**src/rtl/const_div_pkg.sv**
```systemverilog
// Shared parameters and types for the constant-divisor reconstruction datapath.
// Optional range checking in the top is enabled by defining DIVREC_RANGE_CHECK_EN.
package const_div_pkg;

    localparam int N    = 16;
    localparam int D    = 23;
    localparam int K    = 4;
    localparam int QW   = N - ($clog2(D + 1) - 1);
    localparam int RW   = $clog2(D);
    localparam int CW   = RW + 1;
    localparam int PW   = K + RW + 1;
    localparam int SW   = QW + CW;
    localparam int NDIG = QW / K;
    localparam int CNTW = (NDIG > 1) ? $clog2(NDIG) : 1;

    typedef enum logic [1:0] {
        S_IDLE = 2'd0,
        S_RUN  = 2'd1,
        S_DONE = 2'd2
    } state_t;

    typedef logic [CNTW-1:0] dcnt_t;

endpackage

```
**src/rtl/const_div_digit_mac.sv**
```systemverilog
// One reconstruction step: digit*D + carry, split into the low K result bits and the next carry.
// D is a constant, so the product is a fixed shift-add network rather than a multiplier.
module const_div_digit_mac
    import const_div_pkg::*;
(
    input  logic [K-1:0]  i_digit,
    input  logic [CW-1:0] i_carry,
    output logic [K-1:0]  o_digit,
    output logic [CW-1:0] o_carry
);

    localparam logic [PW-1:0] DV = PW'(D);

    logic [PW-1:0] w_p;

    always_comb begin
        w_p = PW'(i_carry);
        for (int b = 0; b < PW; b++) begin
            if (DV[b]) begin
                w_p = w_p + (PW'(i_digit) << b);
            end
        end
    end

    assign o_digit = w_p[K-1:0];
    assign o_carry = w_p[PW-1:K];

endmodule

```
**src/rtl/const_div_reconstruct.sv**
```systemverilog
// Rebuilds X = Q*D + R digit-serially, LSB digit first, one K-bit quotient digit per cycle.
// Define DIVREC_RANGE_CHECK_EN to flag r_in >= D or results wider than N bits on range_err.
module const_div_reconstruct
    import const_div_pkg::*;
(
    input  logic          clk,
    input  logic          rst,
    input  logic          in_valid,
    output logic          in_ready,
    input  logic [QW-1:0] q_in,
    input  logic [RW-1:0] r_in,
    output logic          out_valid,
    input  logic          out_ready,
    output logic [N-1:0]  x_out,
    output logic          range_err
);

    state_t        r_state;
    state_t        w_next_state;
    logic [QW-1:0] r_q;
    logic [QW-1:0] r_digits;
    logic [CW-1:0] r_carry;
    dcnt_t         r_cnt;
    logic [N-1:0]  r_x_out;
    logic [K-1:0]  w_digit;
    logic [CW-1:0] w_carry;
    logic [SW-1:0] w_sum;
    logic [N-1:0]  w_x;
    logic          w_last;

    const_div_digit_mac u_mac (
        .i_digit (r_q[K-1:0]),
        .i_carry (r_carry),
        .o_digit (w_digit),
        .o_carry (w_carry)
    );

    assign w_last = (r_cnt == dcnt_t'(NDIG - 1));
    // Full-width result as it stands after the final digit; bits above N are dropped from x_out.
    assign w_sum  = {w_carry, w_digit, r_digits[QW-1:K]};
    assign w_x    = N'(w_sum);

    always_ff @(posedge clk or posedge rst) begin
        if (rst) begin
            r_state <= S_IDLE;
        end else begin
            r_state <= w_next_state;
        end
    end

    always_comb begin
        w_next_state = r_state;
        case (r_state)
            S_IDLE:  if (in_valid)  w_next_state = S_RUN;
            S_RUN:   if (w_last)    w_next_state = S_DONE;
            S_DONE:  if (out_ready) w_next_state = S_IDLE;
            default:                w_next_state = S_IDLE;
        endcase
    end

    always_comb begin
        in_ready  = 1'b0;
        out_valid = 1'b0;
        case (r_state)
            S_IDLE:  in_ready  = 1'b1;
            S_DONE:  out_valid = 1'b1;
            default: ;
        endcase
    end

    always_ff @(posedge clk or posedge rst) begin
        if (rst) begin
            r_q      <= '0;
            r_digits <= '0;
            r_carry  <= '0;
            r_cnt    <= '0;
            r_x_out  <= '0;
        end else begin
            case (r_state)
                S_IDLE: begin
                    if (in_valid) begin
                        r_q     <= q_in;
                        r_carry <= {1'b0, r_in};
                        r_cnt   <= '0;
                    end
                end
                S_RUN: begin
                    r_q      <= r_q >> K;
                    r_carry  <= w_carry;
                    r_digits <= {w_digit, r_digits[QW-1:K]};
                    r_cnt    <= r_cnt + dcnt_t'(1);
                    if (w_last) begin
                        r_x_out <= w_x;
                    end
                end
                default: ;
            endcase
        end
    end

    assign x_out = r_x_out;

`ifdef DIVREC_RANGE_CHECK_EN
    logic r_r_bad;
    logic r_range_err;

    always_ff @(posedge clk or posedge rst) begin
        if (rst) begin
            r_r_bad     <= 1'b0;
            r_range_err <= 1'b0;
        end else if (r_state == S_IDLE && in_valid) begin
            r_r_bad <= ({1'b0, r_in} >= CW'(D));
        end else if (r_state == S_RUN && w_last) begin
            r_range_err <= r_r_bad | (|w_sum[SW-1:N]);
        end
    end

    assign range_err = r_range_err;
`else
    assign range_err = 1'b0;
`endif

endmodule

```
**config.mk**
```make
export PLATFORM = sky130hd
export DESIGN_NAME = const_div_reconstruct
export DESIGN_NICKNAME = d
export VERILOG_FILES = /design/src/rtl/const_div_pkg.sv /design/src/rtl/const_div_digit_mac.sv /design/src/rtl/const_div_reconstruct.sv
export SDC_FILE = /design/constraint.sdc
export NUM_CORES = 1
export LEC_CHECK = 0
export CORE_MARGIN = 4
export CORE_UTILIZATION = 35
export DETAILED_ROUTE_END_ITERATION = 12
export GPL_ROUTABILITY_DRIVEN = 0
export SYNTH_ARGS = -nofsm -noshare
export SYNTH_HDL_FRONTEND = slang
export SYNTH_SLANG_ARGS = --single-unit
```
**constraint.sdc**
```tcl
create_clock -name clk -period 3.5 [get_ports clk]
set_input_delay 0.525 -clock clk [delete_from_list [all_inputs] [get_ports clk]]
set_output_delay 0.525 -clock clk [all_outputs]
set_load 0.03 [all_outputs]
```
Word level (Yosys, flattened, before mapping). Index checks and enable logic that the tools add are counted.

Output and inout port bits: 19. Bits of input ports: 21. Logic and storage cells: 34. Register bits: 50.

Add/subtract/negate cells: 5. Multiplexer cells: 12. Reduce and logical (&&, ||, !) cells: 5. Equality and inequality tests: 6.

Operator list (number): $pmux 12 s2 (1); $mux 12 (1); $pmux 6 s2 (1); $add 10x5->10 (1); $add 10x6->10 (1); $add 10x8->10 (1); $mux 2 (4); $add 6x4->7 (1); $mux 6 (1); $ne 2x2->1 const B (3); $pmux 2 s3 (1); $eq 2x2->1 const B (2); $pmux 2 s2 (1); $reduce_and 2->1 (2); $reduce_and 3->1 (1); $add 2x1->2 const B (1); $eq 2x1->1 const B (1); $logic_not 2->1 (1); $mux 1 (2); $reduce_bool 2->1 (1).

Depth between registers and ports, before layout.
Word-level depth: 5. Depth in mapped cells: 15. Depth with buffers taken out: 15.

By module. A second synthesis with hierarchy kept.

Cells, all modules: 219. Area total of the unflattened synthesis: 2461.1 sq um.

Modules (own cells, without submodules): const_div_reconstruct (area an instance 1933.1 sq um, cells each 163, seq. area each 1151.1 sq um, times used 1); const_div_digit_mac (area an instance 528.0 sq um, cells each 56, seq. area each 0.0 sq um, times used 1).

Worst setup path after synthesis. Ideal clock, no wire load.

Kind: register -> register. From: reg r_q[0]. To: reg r_carry[3]. Data required time: 3.379 ns. Path buffers: 0. Arrival time: 3.471 ns. Cell stages (with the launch flop): 16. Path slack: -0.092 ns. Clock period less this slack: 3.592 ns. Setup time: 0.121 ns. Cell sequence: dfrtp_1 ha_1 inv_1 fa_1 nor2b_1 o21ai_1 nand2b_1 xor2_1 fa_1 fa_1 inv_1 fa_1 nor2b_1 o31a_1 a211oi_2 o22a_1.

Cells in the longest elaborated chain, start to end: 5.

Ends and longest elaborated chain: from (decl) (RTL line const_div_reconstruct.sv:20) `logic [QW-1:0] r_q;`; from (signal assigned) (RTL line const_div_reconstruct.sv:82) `r_q <= q_in;`; from (signal assigned) (RTL line const_div_reconstruct.sv:88) `r_q <= r_q >> K;`; $add 6x4->7 (RTL line const_div_digit_mac.sv:20) `w_p = w_p + (PW'(i_digit) << b);`; $add 10x5->10 (RTL line const_div_digit_mac.sv:20); $add 10x6->10 (RTL line const_div_digit_mac.sv:20); $add 10x8->10 * (RTL line const_div_digit_mac.sv:20); $pmux 6 s2 * (RTL line const_div_reconstruct.sv:79) `case (r_state)`; to (signal assigned) (RTL line const_div_reconstruct.sv:83) `r_carry <= {1'b0, r_in};`; to (signal assigned) (RTL line const_div_reconstruct.sv:89) `r_carry <= w_carry;`; to (decl) (RTL line const_div_reconstruct.sv:22) `logic [CW-1:0] r_carry;`.

Every way passes the cells marked *; elsewhere a longest branch is shown, timed or not. A chain may end at the register's enable or synchronous reset.

Worst setup path in the final report.
From: reg r_q[0]. To: reg r_carry[2].

Same word-level chain as after synthesis.

==> results.toml <==
[outcome]
status = "finished clean"

[timing]
rsz0062_at_grt = "yes"
finalClockSkew_ps = 7.85
fin_crit_sh_pct = 99.3
holdWs_ps = 482
fmax_mhz = 288
setup_viol = 0
tightest_slew_ps = 962
fin_crit_ps = 3480
finalHoldViolCount = 0
slew_viol_final = 0
maxSlewHeadroom_pct = 35.8

[detailed_routing]
vias = 1963
drcViolationCount = 0
dr.first_iter.drc_count = 74
antenna_left = 0
drtPass1Iterations = 4
vias_per_cell = 4.86
wl_per_cell_um = 14.0
wl_um = 5650

[grt]
grt_usage_pct = 13.2
grt_pass1_vias = 1959
grt_pass1_wl_um = 9290
grt_antenna_before_repair = 0
overflow = 0
grt_max_degree = 47

[synthesis]
syn_area_per_cell_um2 = 10.3
synth_seq_cells = 46
synth_edf_count = 0
synth-main-ff-cell = "dfrtp_1"
synthArstFlopShare_pct = 100
ys_seq_area_share_pct = 43.5
syn_nets = 302
netlist_area_um2 = 2640
synth_warnings = 0
synth_cell_type_count = 42
syn_inst = 257

[final_layout]
syn2layout_area_growth_pct = 28.4
n_fill_cell = 739
diodes = 0
regArea_um2 = 1150
multi_input_area_um2 = 1470
nNetsFinal = 349
drive_above_1_share_pct = 19.3

[worst_setup_path]
rrSetupSlack_ps = 20
critical_path_required_ps = 3720
startpoint_type = "flip-flop"
r2r-start = "r_q[0]"
r2r_end = "r_carry[2]"
worstRegToRegCells = 15
worstSetupPathType = "reg -> reg"
worst_setup_path_end_kind = "flip-flop"
worst_ep_arrival_time_ps = 3690
critical_path_peak_fanout = 2

[floorplanning]
die_area_um2 = 9010
die_x_um = 94.9
num_rows = 31
num_io_pins = 40
start_util_pct = 36.3
core_um2 = 7290
fp.dieH_um = 94.9

[clocking]
h-tree-depth = 2
cts-hold-fix-buffers = 0
cts_root_buffer = "clkbuf_8"
clock_latency_ps = 300
clk_path_buf_depth = 2
cts-buffers-inserted = 5
clock-sinks = 46
clk_pin_slew_ps = 100
cts_tree = "yes"

[place]
place.detailed.hpwl_um = 4040
port_buffers = 38

[worst_hold_path]
hp-class = "reg -> reg"
hold_start = "r_cnt[0]"
min_path_cells = 1
hold_end = "r_cnt[0]"

[flow_run]
cap_viol_max_count = 0
[area by class of cell]
type                    count  share of cell area [%]
well taps                  99                    3.65
multi-input cells         179                    43.2
repair buffers             52                    14.3
flip-flops and latches     46                    33.9
inverters                  20                    2.21
clock inverters             3                   0.737
clock buffers               5                    2.03
[layer usage]
metal | vias up | global-route usage, % | wire [um]
met5 | - | 0 | 0
met4 | 0 | 3.85 | 54
met3 | 7 | 2.95 | 266
met2 | 42 | 19.7 | 2500
met1 | 941 | 19.2 | 2820
li1 | 973 | - | -
[layout by cell type, fill, tap and decap left out, types with 5 or more instances in the layout]
cell,netlist,final
a21oi_1,16,14
a22oi_1,9,9
buf_4,2,14
clkbuf_8,0,5
clkdlybuf4s50_1,0,38
dfrtp_1,46,46
fa_1,7,5
ha_1,17,12
inv_1,20,18
mux2_4,11,11
nand2_1,34,34
nor2_1,11,11
nor2b_1,13,12
o21ai_1,20,20
[synthesized netlist by cell type, types with 3 or more instances]
master,count,area [um^2]
a2bb2oi_1,3,26.3
nand2_1,34,128
nor2_1,11,41.3
fa_1,7,140
nor2b_1,13,81.3
inv_1,20,75.1
a21o_1,3,22.5
a211oi_1,3,22.5
a22oi_1,9,67.6
xor2_1,4,35.0
mux2_4,11,165
ha_1,17,213
nand2b_1,3,18.8
a21oi_1,16,80.1
buf_2,7,35.0
o21ai_1,20,100
dfrtp_1,46,1150
[repair_timing]
item                                    in CTS  in global routing
gates resized for setup                      3                 14
pin swaps                                   10                  9
endpoints found under the setup margin       6                  9
setup buffers                                0                  3
[critical path, cell delays in order, from the launching register on]
cell and delay, ps:
dfrtp_1 370, ha_2 190, inv_2 40, fa_2 340, nor2b_1 120, o21ai_1 70
nand2b_1 130, xor2_2 90, fa_1 550, fa_1 440, buf_4 160, ha_4 210
a21o_1 180, a21oi_2 180, xor2_2 110, a221oi_2 240
[flip-flops by register name (all words and copies together) (netlist names)]
register	cells
r_q	12
r_carry	6
r_cnt	2
r_digits	8
r_state	2
x_out	16
[stage by stage]
stage | TNS, ps | setup slack, ps | instances | util [%] | cell area (um^2)
global route | -527 | -106 | 404 | 46.6 | 3400
detailed placement | -265 | -116 | 393 | 43.5 | 3170
CTS | -143 | -40.9 | 401 | 44.8 | 3270
finish | 0 | 24.6 | 404 | 46.6 | 3400
global placement | -36.3 | -27.7 | 393 | 43.5 | 3170
floorplan | 0 | 21.9 | 257 | - | 2650
[how the worst max path moves through the flow]
stage | start | to | depth (start not counted)
finish | r_q[0] | r_carry[2] | 15
global route | r_q[0] | x_out[15] | 15
CTS | r_carry[0] | r_carry[3] | 15
detailed placement | r_q[0] | r_carry[3] | 15
global placement | r_q[1] | r_carry[5] | 14
floorplan | r_q[0] | r_carry[3] | 15
[logic make-up after synthesis]
logic type	count (synthesis)	synth area share, %
XOR/XNOR	6	1.99
other	1	0.142
AO/OA/AOI/OAI	67	16.2
buffers and inverters	32	5.44
flip-flops	46	43.5
adder cells (fa/ha/maj)	24	13.3
AND/OR/NAND/NOR	68	12.3
multiplexers	13	7.05
Power is not shown: default switching activity piles up to over one toggle a cycle in this logic, so the estimate is an artifact.
